### src/rtl/ether_rx.sv
// RMII receive front end: finds preamble + SFD, strips them and streams the frame body as dibits.
// Latency: 1 cycle from rxd sample to axiod. No backpressure: the PHY cannot be stalled, so the consumer must keep up.
module ether_rx #(
  parameter int PREAMBLE_MIN = 24,
  parameter int MAX_DIBITS   = 6072
) (
  input  logic       clk,
  input  logic       rst,
  input  logic       crsdv,
  input  logic [1:0] rxd,
  output logic       axiov,
  output logic [1:0] axiod,
  output logic       err
);

  localparam int PW = $clog2(PREAMBLE_MIN + 1);
  localparam int LW = $clog2(MAX_DIBITS + 1);

  typedef enum logic [1:0] {
    IDLE,
    PREAMBLE,
    DATA,
    DROP
  } state_t;

  state_t        state_q, state_d;
  logic [PW-1:0] pcnt_q, pcnt_d;
  logic [LW-1:0] len_q, len_d;
  logic          axiov_q, axiov_d;
  logic [1:0]    axiod_q, axiod_d;
  logic          err_q, err_d;

  always_ff @(posedge clk) begin
    if (!rst) begin
      state_q <= IDLE;
      pcnt_q  <= '0;
      len_q   <= '0;
      axiov_q <= 1'b0;
      axiod_q <= 2'b00;
      err_q   <= 1'b0;
    end else begin
      state_q <= state_d;
      pcnt_q  <= pcnt_d;
      len_q   <= len_d;
      axiov_q <= axiov_d;
      axiod_q <= axiod_d;
      err_q   <= err_d;
    end
  end

  always_comb begin
    state_d = state_q;
    pcnt_d  = pcnt_q;
    len_d   = len_q;
    axiov_d = 1'b0;
    axiod_d = axiod_q;
    err_d   = 1'b0;

    case (state_q)
      IDLE: begin
        if (crsdv) begin
          case (rxd)
            2'b01: begin
              state_d = PREAMBLE;
              pcnt_d  = PW'(1);
            end
            2'b10, 2'b11: begin
              state_d = DROP;
              err_d   = 1'b1;
            end
            default: state_d = IDLE;
          endcase
        end
      end

      PREAMBLE: begin
        if (!crsdv) begin
          // Carrier lost during preamble is just noise, not a violation.
          state_d = IDLE;
          pcnt_d  = '0;
        end else if (rxd == 2'b01) begin
          if (pcnt_q < PW'(PREAMBLE_MIN)) begin
            pcnt_d = pcnt_q + PW'(1);
          end
        end else if (rxd == 2'b11 && pcnt_q >= PW'(PREAMBLE_MIN)) begin
          state_d = DATA;
          pcnt_d  = '0;
          len_d   = '0;
        end else begin
          state_d = DROP;
          pcnt_d  = '0;
          err_d   = 1'b1;
        end
      end

      DATA: begin
        if (!crsdv) begin
          state_d = IDLE;
          len_d   = '0;
        end else if (len_q < LW'(MAX_DIBITS)) begin
          axiov_d = 1'b1;
          axiod_d = rxd;
          len_d   = len_q + LW'(1);
        end else begin
          state_d = DROP;
          len_d   = '0;
          err_d   = 1'b1;
        end
      end

      DROP: begin
        if (!crsdv) begin
          state_d = IDLE;
        end
      end

      default: state_d = IDLE;
    endcase
  end

  assign axiov = axiov_q;
  assign axiod = axiod_q;
  assign err   = err_q;

endmodule

### config.mk
export PLATFORM = sky130hd
export DESIGN_NAME = ether_rx
export DESIGN_NICKNAME = d
export VERILOG_FILES = /design/src/rtl/ether_rx.sv
export SDC_FILE = /design/constraint.sdc
export NUM_CORES = 1
export LEC_CHECK = 0
export BUFFER_PORTS_ARGS = -buffer_cell sky130_fd_sc_hd__clkbuf_2
export CORE_ASPECT_RATIO = 2
export CORE_UTILIZATION = 50
export CTS_CLUSTER_DIAMETER = 30
export DETAILED_ROUTE_END_ITERATION = 6
export GPL_TIMING_DRIVEN = 0
export HOLD_SLACK_MARGIN = 0.12
export PLACE_DENSITY = 0.78
export SLEW_MARGIN = 20
export SYNTH_ARGS = -nofsm -noshare
export SYNTH_HDL_FRONTEND = slang
export SYNTH_SLANG_ARGS = --single-unit
### constraint.sdc
create_clock -name clk -period 3.1 [get_ports clk]
set_input_delay 0.465 -clock clk [delete_from_list [all_inputs] [get_ports clk]]
set_output_delay 0.465 -clock clk [all_outputs]
set_load 0.01 [all_outputs]
After elaboration in Yosys (flattened, before gate mapping)
Cells that the tools add are included.
- add/subtract/negate cells: 2
- magnitude comparators: 3
- eq/ne operators: 15
- multiplexer cells: 30
- reductions and logical operators: 10
- operator list (cell ; count):
    13-bit two-way mux ; 5
    13-bit case mux with 2 select lines ; 1
    5-bit two-way mux ; 5
    13-bit by 1-bit adder with 13-bit output, second input constant ; 1
    13-bit less-than comparator, second input constant ; 1
    2-bit two-way mux ; 6
    2-bit != test, second input constant ; 6
    4-bit AND reduction ; 3
    5-bit case mux with 2 select lines ; 1
    1-bit two-way mux ; 9
    2-bit equality test, second input constant ; 4
    2-bit case mux with 4 select lines ; 1
    3-bit != test, second input constant ; 2
    3-bit AND reduction ; 2
    5-bit by 1-bit adder with 5-bit output, second input constant ; 1
    5-bit greater-or-equal comparator, second input constant ; 1
    5-bit less-than comparator, second input constant ; 1
    2-bit by 1-bit equality test with 1-bit output, second input constant ; 2
    4-bit != test, second input constant ; 1
    2-bit case mux with 2 select lines ; 1
    2-bit nonzero test ; 2
    1-bit case mux with 3 select lines ; 1
    2-bit zero test ; 1
    2-bit OR reduction ; 1
    1-bit logical AND ; 1
- register bits: 24
- output and inout port bits: 4
- word-level logic and storage cells: 66

Logic depth before layout (Yosys ltp)
Gate-level depths: netlist of the first run.
- word-level depth: 6
- mapped depth: 8
- depth with buffers taken out: 7

Least setup slack after synthesis of the first run
OpenSTA, ideal clock, no wires.
- path kind: register to register
- start: reg state_q[1]
- end: reg len_q[9]
- library setup time: 0.057 ns
- arrival time: 1.660 ns
- data required time: 3.043 ns
- path slack: 1.382 ns
- stages on the path, launching flop included: 9
- cell sequence: dfxtp_1 -> inv_1 -> ha_1 -> clkbuf_2 -> nand2_1 -> a2bb2oi_1 -> nand2_1 -> o21ai_0 -> a21o_1
- cells in the longest elaborated chain, start to end: 3
- elaborated cells between the ends (all ways): 8
- classes of those cells: eq/ne (5); mux (1); reduce/logical (2)
- ends and longest elaborated chain (what ; line ; source):
    from (decl) ; 26 ; state_t state_q, state_d;
    from (signal assigned) ; 42 ; state_q <= state_d;
    2-bit by 1-bit equality test with 1-bit output or 2-bit equality test (tied branches) ; 59 ; case (state_q)
    2-bit != test (no source line) or 2-bit nonzero test (tied branches) ; - ;
    4-bit AND reduction (no source line) ; - ;
    to (signal assigned) ; 44 ; len_q <= len_d;
    to (decl) ; 28 ; logic [LW-1:0] len_q, len_d;
Parallel ways exist; a longest one is shown, timed or not.
A chain may end at the register's enable or synchronous reset.

Worst setup path in the final report of the first run
- start: reg state_q[0]
- end: reg len_q[2]
Same word-level chain as after synthesis.

==> flow_summary.json, run 1 <==
{
  "status": "complete, no violations",
  "clock-skew-final_ns": 0.00358,
  "ys_warn_count": 0,
  "min_period_ns": 2.22,
  "r2r-end": "len_q[2]",
  "antenna_found_initial": 0,
  "syn-num-nets": 181,
  "drive_gt1_share_pct": 12.8,
  "routed_via_density": 6.02,
  "max_stage_delay_ns": 0.59,
  "slew_headroom_pct": 53.4,
  "dp_slack_ns": 0.929,
  "fill_cells": 250,
  "crit_path_end": "len_q[2]",
  "antenna_cells": 0,
  "wl_per_cell_um": 14.3,
  "finalNetCount": 193,
  "dieWidth_um": 39.5,
  "rows": 26,
  "final_cells": 207,
  "dr.pass1.iters": 4,
  "synthDistinctLibCells": 44,
  "ff2ff_setup_slack_ns": 0.88,
  "hold_path_class": "flop to flop",
  "r2r_cells": 7,
  "grt_max_degree": 14,
  "drt-initial-drc-count": 28,
  "dp_cells": 203,
  "ctsHoldBuffers": 0,
  "max_freq_ghz": 0.451,
  "grtUsageTotal_pct": 21.6,
  "clk_pin_slew_ns": 0.08,
  "post-route-period-util_pct": 71.5,
  "syn-mean-instance-area_sq_um": 8.35,
  "synthCells": 168,
  "gp_congestion": 0.741,
  "crit_path_start_kind": "flop",
  "finalSetupViolations": 0,
  "first_global_vias": 1224,
  "cts_num_sinks": 24,
  "dieArea_sq_um": 3030,
  "io_buffers": 7,
  "crit_chain": "ha_1, clkbuf_2, inv_1, a2bb2oi_1, nand2_1, o21ai_0, a21o_1",
  "clk_latency_ns": 0.26,
  "crit_slowest_cell": "a2bb2oi_1",
  "core-area_sq_um": 2600,
  "tritoncts": "done",
  "cp_max_fo": 9,
  "power_leakage_nw": 0.684,
  "end_kind": "flop",
  "worst_pin_slew_ns": 0.696,
  "layout_common_cells": "dfxtp_1, nand2_1, o21ai_0",
  "setup.worst_path.start": "state_q[0]",
  "p_per_area_nw_per_um2": 558,
  "synth_edf_count": 0,
  "timing.max_cap.violations": 0,
  "drc": 0,
  "fin_setup_tns_ns": 0,
  "rsz0062_at_grt": "false",
  "clk_path_buf_depth": 2,
  "start_util_pct": 53.9,
  "cts_resized": 0,
  "timing.rr.start": "state_q[0]",
  "postSynth.asyncResetShare_pct": 0,
  "boundaryPins": 9,
  "die_h_um": 76.9,
  "area_growth_pct": 8.92,
  "ctsHtreeMaxLevel": 1,
  "syn_area_sq_um": 1400,
  "grt_pass1_wl_mm": 4.90,
  "layout_commonest_cell": "dfxtp_1",
  "synth-seq-cells": 24,
  "wirelength_mm": 2.96,
  "grt-ovfl-total": 0,
  "synth_flop_cell": "dfxtp_1",
  "layout_setup_ws_ns": 0.885,
  "cp_data_arrival_time_ns": 2.42,
  "synth-seq-area-share_pct": 34.3,
  "slew_viol_final": 0,
  "vias": 1246,
  "ir_worst_vdd_mv": 0.365,
  "cts-root-buf": "clkbuf_8",
  "numCtsBuffers": 3,
  "critPathRequiredTime_ns": 3.31,
  "cts_setup_buffers": 0,
  "worstSetupPathType": "flop to flop",
  "total_power_mw": 0.852,
  "hpwl_mm": 2.32,
  "hold_viol": 0,
  "ant_nets": 0
}
-- per-layer routing --
metal  vias up  global-route usage [%]  wire length [um]
met2        15                    40.5              1650
met1       598                    21.8              1190
met3         6                    1.73                43
li1        627                       -                 -
met5         -                       0                 0
met4         0                    8.62                67
-- where the power goes --
part	internal (mW)	total [mW]	switching [mW]
combinational	0.108	0.290	0.182
clock	0.113	0.210	0.0967
sequential	0.330	0.352	0.0224
-- cell families (layout without fill, tap and decap cells) --
logic type	count (synthesis)	after routing	synth area share (%)
adders and majority gates	8	8	7.14
xor gates and xnor gates	2	2	1.25
AOI/OAI and AO/OA	46	46	23.5
DFF	24	24	34.3
buffers and inverters	16	27	4.99
muxes	4	4	2.85
and+or+nand+nor	68	68	26.0
-- critical path: cells and delay by family (launching register included) --
| kind | cells | cell delay [ns] |
|---|---|---|
| compound gates | 3 | 0.90 |
| fa+ha+maj | 1 | 0.19 |
| buf+inv | 2 | 0.29 |
| flops | 1 | 0.45 |
| simple gates | 1 | 0.33 |
-- metrics by stage --
step / instance area, sq um / utilization [%] / hold WS, ns
CTS: 1530 / 58.7 / 0.491
finish: 1530 / 58.7 / 0.495
detailed placement: 1470 / 56.6 / 0.470
global placement: 1470 / 56.6 / 0.461
floorplan: 1400 / - / 0.448
global route: 1530 / 58.7 / 0.528
-- cells in the mapped netlist, types with 3 or more instances --
cell,count,area [sq um]
a31oi_1,6,37.5
and3_1,5,31.3
ha_1,8,100
dfxtp_1,24,480
nor3_1,6,30.0
nand2_1,18,67.6
nor4_1,4,25.0
mux2i_1,4,40.0
nor2_1,12,45.0
and2_1,3,18.8
a21o_1,6,45.0
o21ai_0,13,65.1
a21oi_1,4,20.0
nor3b_1,5,37.5
inv_1,12,45.0
nand3_1,7,35.0
-- worst min path at each step --
stage / startpoint / to / slack (ns) / cells past startpoint
floorplan: len_q[12] / len_q[12] / 0.45 / 2
global placement: len_q[12] / len_q[12] / 0.46 / 2
detailed placement: len_q[12] / len_q[12] / 0.47 / 2
CTS: len_q[12] / len_q[12] / 0.49 / 2
global route: len_q[12] / len_q[12] / 0.53 / 2
finish: len_q[12] / len_q[12] / 0.49 / 2
-- cell type report --
class	instances	area, sq um	area share (%)
multi-input cells	128	852	55.8
flip-flops and latches	24	480	31.4
clock buffers	4	55.1	3.60
inverters	12	45.0	2.95
repair buffers	7	35.0	2.29
well taps	28	35.0	2.29
plain buffers	4	25.0	1.64
-- registers in the layout (all words and copies together) (netlist names) --
| register | cells |
|---|---|
| axiov | 1 |
| axiod | 2 |
| state_q | 2 |
| len_q | 13 |
| err | 1 |
| pcnt_q | 5 |
No activity file was read; power rests on OpenSTA's default activity.
==> run 2, diff against run 1 <==
--- a/config.mk
+++ b/config.mk
@@ -12,7 +12,7 @@
 export DETAILED_ROUTE_END_ITERATION = 6
 export GPL_TIMING_DRIVEN = 0
 export HOLD_SLACK_MARGIN = 0.12
-export PLACE_DENSITY = 0.78
+export PLACE_DENSITY = 0.8
 export SLEW_MARGIN = 20
 export SYNTH_ARGS = -nofsm -noshare
 export SYNTH_HDL_FRONTEND = slang
==> constraint.sdc (replaced) <==
create_clock -name clk -period 2 [get_ports clk]
set_input_delay 0.3 -clock clk [delete_from_list [all_inputs] [get_ports clk]]
set_output_delay 0.3 -clock clk [all_outputs]
set_load 0.01 [all_outputs]
==> run 2 against run 1 <==
Against the previous run: sequential power rose by 56%; critical endpoint is now len_q[11]; clock-buffer cell count fell by 1; combinational power rose by 72%.
==> flow_summary.json, run 2 (synthesized netlist as in run 1, its figures left out) <==
{
  "largest_reg_flops": 13,
  "fin_setup_tns_ns": 0,
  "worstSetupPathType": "flop to flop",
  "ctsHoldBuffers": 0,
  "min_from": "crsdv",
  "post-route-period-util_pct": 92.8,
  "cp_max_fo": 9,
  "slew_headroom_pct": 65.6,
  "fill_cells": 241,
  "boundaryPins": 9,
  "wl_per_cell_um": 14.8,
  "antenna_cells": 0,
  "hpwl_mm": 2.32,
  "min_period_ns": 1.86,
  "layout_commonest_cell": "dfxtp_1",
  "ir_worst_vdd_mv": 0.591,
  "rows": 26,
  "clk_pin_slew_ns": 0.08,
  "routed_via_density": 6.10,
  "core-area_sq_um": 2600,
  "setup.worst_path.start": "state_q[1]",
  "fin_util_pct": 60.7,
  "swShare_pct": 36.8,
  "vias": 1256,
  "grtUsageTotal_pct": 22.5,
  "ctsHtreeMaxLevel": 1,
  "drt-initial-drc-count": 22,
  "cts-root-buf": "clkbuf_8",
  "power_frac_seq_pct": 41.3,
  "dr.pass1.iters": 5,
  "ant_nets": 0,
  "dieArea_sq_um": 3030,
  "numCtsBuffers": 3,
  "rsz0062_at_grt": "false",
  "status": "complete, no violations",
  "switching_power_mw": 0.488,
  "timing.rr.start": "state_q[1]",
  "dieWidth_um": 39.5,
  "area_growth_pct": 12.7,
  "wirelength_mm": 3.05,
  "hold_viol": 0,
  "slew_viol_final": 0,
  "clk_latency_ns": 0.27,
  "clk_path_buf_depth": 2,
  "critPathRequiredTime_ns": 2.20,
  "cp_data_arrival_time_ns": 2.05,
  "largestRegisters": "len_q (13), pcnt_q (5)",
  "drc": 0,
  "crit_path_start_kind": "flop",
  "crit_slowest_cell": "dfxtp_2",
  "grt-ovfl-total": 0,
  "drive_gt1_share_pct": 17.4,
  "crit_chain": "inv_1, ha_1, clkbuf_2, nand2_1, a2bb2oi_4, nor4_1, o21ai_0, a21oi_1",
  "tritoncts": "done",
  "max_freq_ghz": 0.539,
  "grt_pass1_wl_mm": 5.09,
  "pwr-share-comb_pct": 37.6,
  "start_util_pct": 53.9,
  "gp_congestion": 0.750,
  "clock_power_share_pct": 21.1,
  "timing.max_cap.violations": 0,
  "io_buffers": 7,
  "first_global_vias": 1249,
  "cts_num_sinks": 24,
  "clock-skew-final_ns": 0.00527,
  "max_stage_delay_ns": 0.34,
  "layout_common_cells": "dfxtp_1, nand2_1, o21ai_0",
  "worst_pin_slew_ns": 0.513,
  "end_kind": "flop",
  "hold_path_class": "primary input to flop",
  "die_h_um": 76.9,
  "finalSetupViolations": 0,
  "internal-power_mw": 0.839,
  "power_leakage_nw": 0.682,
  "p_per_area_nw_per_um2": 840,
  "grt_max_degree": 13,
  "largest_register": "len_q",
  "antenna_found_initial": 0,
  "finalNetCount": 193
}
-- run 2: changes by cell type in the layout (fill, tap and decap cells not counted), sizes merged --
cell	delta
clkbuf	-1
-- run 2: layout make-up --
type	count	area, sq um	area share [%]
plain buffers	4	25.0	1.58
clock buffers	3	41.3	2.61
inverters	12	45.0	2.85
multi-input cells	128	916	58.0
flip-flops and latches	24	483	30.6
well taps	28	35.0	2.22
repair buffers	7	35.0	2.22
-- run 2: power by group through the flow --
stage / Clock, mW / Sequential, mW / Combinational, mW
after global routing: 0.302 / 0.553 / 0.558
after CTS: 0.290 / 0.544 / 0.464
final: 0.280 / 0.548 / 0.499
after floorplan: 0 / 0.553 / 0.343
after detailed placement: 0 / 0.555 / 0.445
after global placement: 0 / 0.552 / 0.425
-- run 2: final timing paths --
check / end / cells after the start / slack, ns
min reg2reg: axiod[1] / 2 / 0.50
min: err / 3 / 0.37
max: len_q[11] / 8 / 0.14
max reg2reg: len_q[11] / 8 / 0.14
-- run 2: worst max-delay path, delay by kind of cell (launching register included) --
| family | cells | cell delay [ns] |
|---|---|---|
| AO/OA/AOI/OAI | 3 | 0.52 |
| AND/OR/NAND/NOR | 2 | 0.49 |
| flip-flops | 1 | 0.34 |
| buffers and inverters | 2 | 0.29 |
| adder cells (fa/ha/maj) | 1 | 0.14 |
-- run 2: metrics by stage --
stage	setup slack [ns]	power, mW	area, sq um	cells	hold slack [ns]
CTS	0.0668	1.30	1540	206	0.363
floorplan	0.282	0.896	1400	168	0.447
global placement	-0.0593	0.977	1470	203	0.459
global route	0.00417	1.41	1580	206	0.385
detailed placement	-0.0890	1.00	1470	203	0.492
finish	0.144	1.33	1580	206	0.374
-- run 2: per-layer routing --
metal | part of all wire (%) | GRT usage [%] | up-vias
li1 | - | - | 629
met1 | 38 | 22.0 | 601
met2 | 58 | 42.1 | 19
met3 | 1.9 | 2.02 | 7
met4 | 2.0 | 10.0 | 0
met5 | 0 | 0 | -
-- run 2: repair_timing --
action	4_1_cts	5_1_grt
pin swaps	0	0
setup buffers	0	0
endpoints found under the setup margin	8	9
gates resized for setup	3	9
==> run 3, diff against run 2 <==
--- a/config.mk
+++ b/config.mk
@@ -12,7 +12,7 @@
 export DETAILED_ROUTE_END_ITERATION = 6
 export GPL_TIMING_DRIVEN = 0
 export HOLD_SLACK_MARGIN = 0.12
-export PLACE_DENSITY = 0.8
+export PLACE_DENSITY = 0.78
 export SLEW_MARGIN = 20
 export SYNTH_ARGS = -nofsm -noshare
 export SYNTH_HDL_FRONTEND = slang
==> constraint.sdc (replaced) <==
create_clock -name clk -period 1.8 [get_ports clk]
set_input_delay 0.27 -clock clk [delete_from_list [all_inputs] [get_ports clk]]
set_output_delay 0.27 -clock clk [all_outputs]
set_load 0.01 [all_outputs]
==> run 3 against run 2 <==
Against the previous run: via count grew 1.4%; flip-flop and latch count did not move; maximum frequency rose by 6.1%; cell area grew 4.6%; largest power group is now combinational cells.
==> flow_summary.json, run 3 (synthesized netlist as in run 1, its figures left out) <==
{
  "timing.max_cap.violations": 0,
  "status": "complete, no violations",
  "grt-ovfl-total": 0,
  "layout_common_cells": "dfxtp_1, nand2_1, o21ai_0",
  "timing.rr.start": "state_q[0]",
  "drc": 0,
  "r2r_cells": 7,
  "setup.worst_path.start": "state_q[0]",
  "dieArea_sq_um": 3030,
  "placed_area_sq_um": 1470,
  "boundaryPins": 9,
  "area_growth_pct": 17.8,
  "rsz0062_at_grt": "true",
  "ir_worst_vdd_mv": 0.713,
  "r2r-end": "len_q[9]",
  "numCtsBuffers": 3,
  "slew_viol_final": 0,
  "power_leakage_nw": 0.716,
  "min_period_ns": 1.75,
  "p_per_area_nw_per_um2": 981,
  "wl_per_cell_um": 15.7,
  "tritoncts": "done",
  "post-route-period-util_pct": 97.1,
  "crit_path_start_kind": "flop",
  "largestRegisters": "len_q (13), pcnt_q (5)",
  "cts_num_sinks": 24,
  "dp_cells": 203,
  "grt_pass1_wl_mm": 5.18,
  "routed_via_density": 6.12,
  "cts-root-buf": "clkbuf_8",
  "die_h_um": 76.9,
  "layout_commonest_cell": "dfxtp_1",
  "worst_pin_slew_ns": 0.501,
  "clk_pin_slew_ns": 0.09,
  "dr.pass1.iters": 4,
  "clk_latency_ns": 0.26,
  "largest_register": "len_q",
  "vias": 1273,
  "critPathRequiredTime_ns": 2.01,
  "largest_reg_flops": 13,
  "worstSetupPathType": "flop to flop",
  "dieWidth_um": 39.5,
  "fin_setup_tns_ns": 0,
  "start_util_pct": 53.9,
  "first_global_vias": 1290,
  "io_buffers": 7,
  "ctsHoldBuffers": 0,
  "ctsHtreeMaxLevel": 1,
  "layout_setup_ws_ns": 0.0514,
  "end_kind": "flop",
  "wirelength_mm": 3.27,
  "dp_slack_ns": -0.371,
  "final_cells": 208,
  "core-area_sq_um": 2600,
  "antenna_found_initial": 0,
  "hpwl_mm": 2.32,
  "crit_path_end": "len_q[9]",
  "antenna_cells": 0,
  "slew_headroom_pct": 66.6,
  "grt_max_degree": 14,
  "drive_gt1_share_pct": 23.3,
  "cp_max_fo": 8,
  "design_area_sq_um": 1650,
  "grtUsageTotal_pct": 23.0,
  "finalSetupViolations": 0,
  "gp_congestion": 0.741,
  "ff2ff_setup_slack_ns": 0.05,
  "max_freq_ghz": 0.572,
  "hold_viol": 0,
  "drt-initial-drc-count": 33,
  "finalNetCount": 194,
  "rows": 26,
  "clk_path_buf_depth": 2,
  "ant_nets": 0,
  "cp_data_arrival_time_ns": 1.96,
  "clock-skew-final_ns": 0.00640,
  "hold_path_class": "primary input to flop"
}
## run 3: changes by cell type in the layout (fill, tap and decap cells not counted), moves of 2 or more
cell     previous run  this run
nand2_2             1         3
nand2_1            17        15
ha_1                7         5
dfxtp_4             0         2
dfxtp_1            22        19
ha_4                0         2
buf_4               0         2
## run 3: final cells by class
| cell class | count | area, sq um |
|---|---|---|
| clock buffers | 4 | 55.1 |
| fillers | 224 | 950 |
| plain buffers | 3 | 20.0 |
| inverters | 12 | 45.0 |
| multi-input cells | 128 | 956 |
| flip-flops and latches | 24 | 492 |
| repair buffers | 9 | 50.0 |
| well taps | 28 | 35.0 |
## run 3: repair_timing
action | 4_1_cts | 5_1_grt
pin swaps | 2 | 2
buffers inserted | 0 | 2
hold endpoints to repair | 0 | 0
resized for setup | 14 | 12
endpoints found under the setup margin | 15 | 19
## run 3: how the worst min path moves through the flow
stage,startpoint,end,cells past startpoint
after floorplan,rxd[0],axiod[0],2
after global placement,len_q[12],len_q[12],2
after detailed placement,len_q[12],len_q[12],2
after CTS,crsdv,err,3
after global routing,crsdv,err,3
final,crsdv,err,3
## run 3: power breakdown
group / switching (mW) / total [mW] / internal (mW)
clock network: 0.172 / 0.367 / 0.195
logic: 0.379 / 0.636 / 0.257
registers: 0.0413 / 0.618 / 0.577
## run 3: through the flow
| step | utilization, % | hold WS [ns] | power [mW] |
|---|---|---|---|
| after floorplan | - | 0.417 | 0.996 |
| after global placement | 56.6 | 0.461 | 1.09 |
| after detailed placement | 56.6 | 0.470 | 1.11 |
| after CTS | 61.0 | 0.337 | 1.54 |
| after global routing | 63.5 | 0.390 | 1.71 |
| final | 63.5 | 0.370 | 1.62 |
## run 3: critical path, stage by stage (launching register included)
cell	delay, ns
dfxtp_4	0.37
inv_1	0.12
ha_4	0.22
inv_1	0.10
o22ai_4	0.21
o2111ai_4	0.23
nor4_1	0.32
a21o_1	0.12
## run 3: layer usage
metal | global-route usage (%) | up-vias | routed length (um)
met2 | 42.3 | 27 | 1870
met5 | 0 | - | 0
met4 | 11.7 | 0 | 109
met1 | 22.5 | 610 | 1220
met3 | 2.02 | 11 | 67
li1 | - | 625 | -
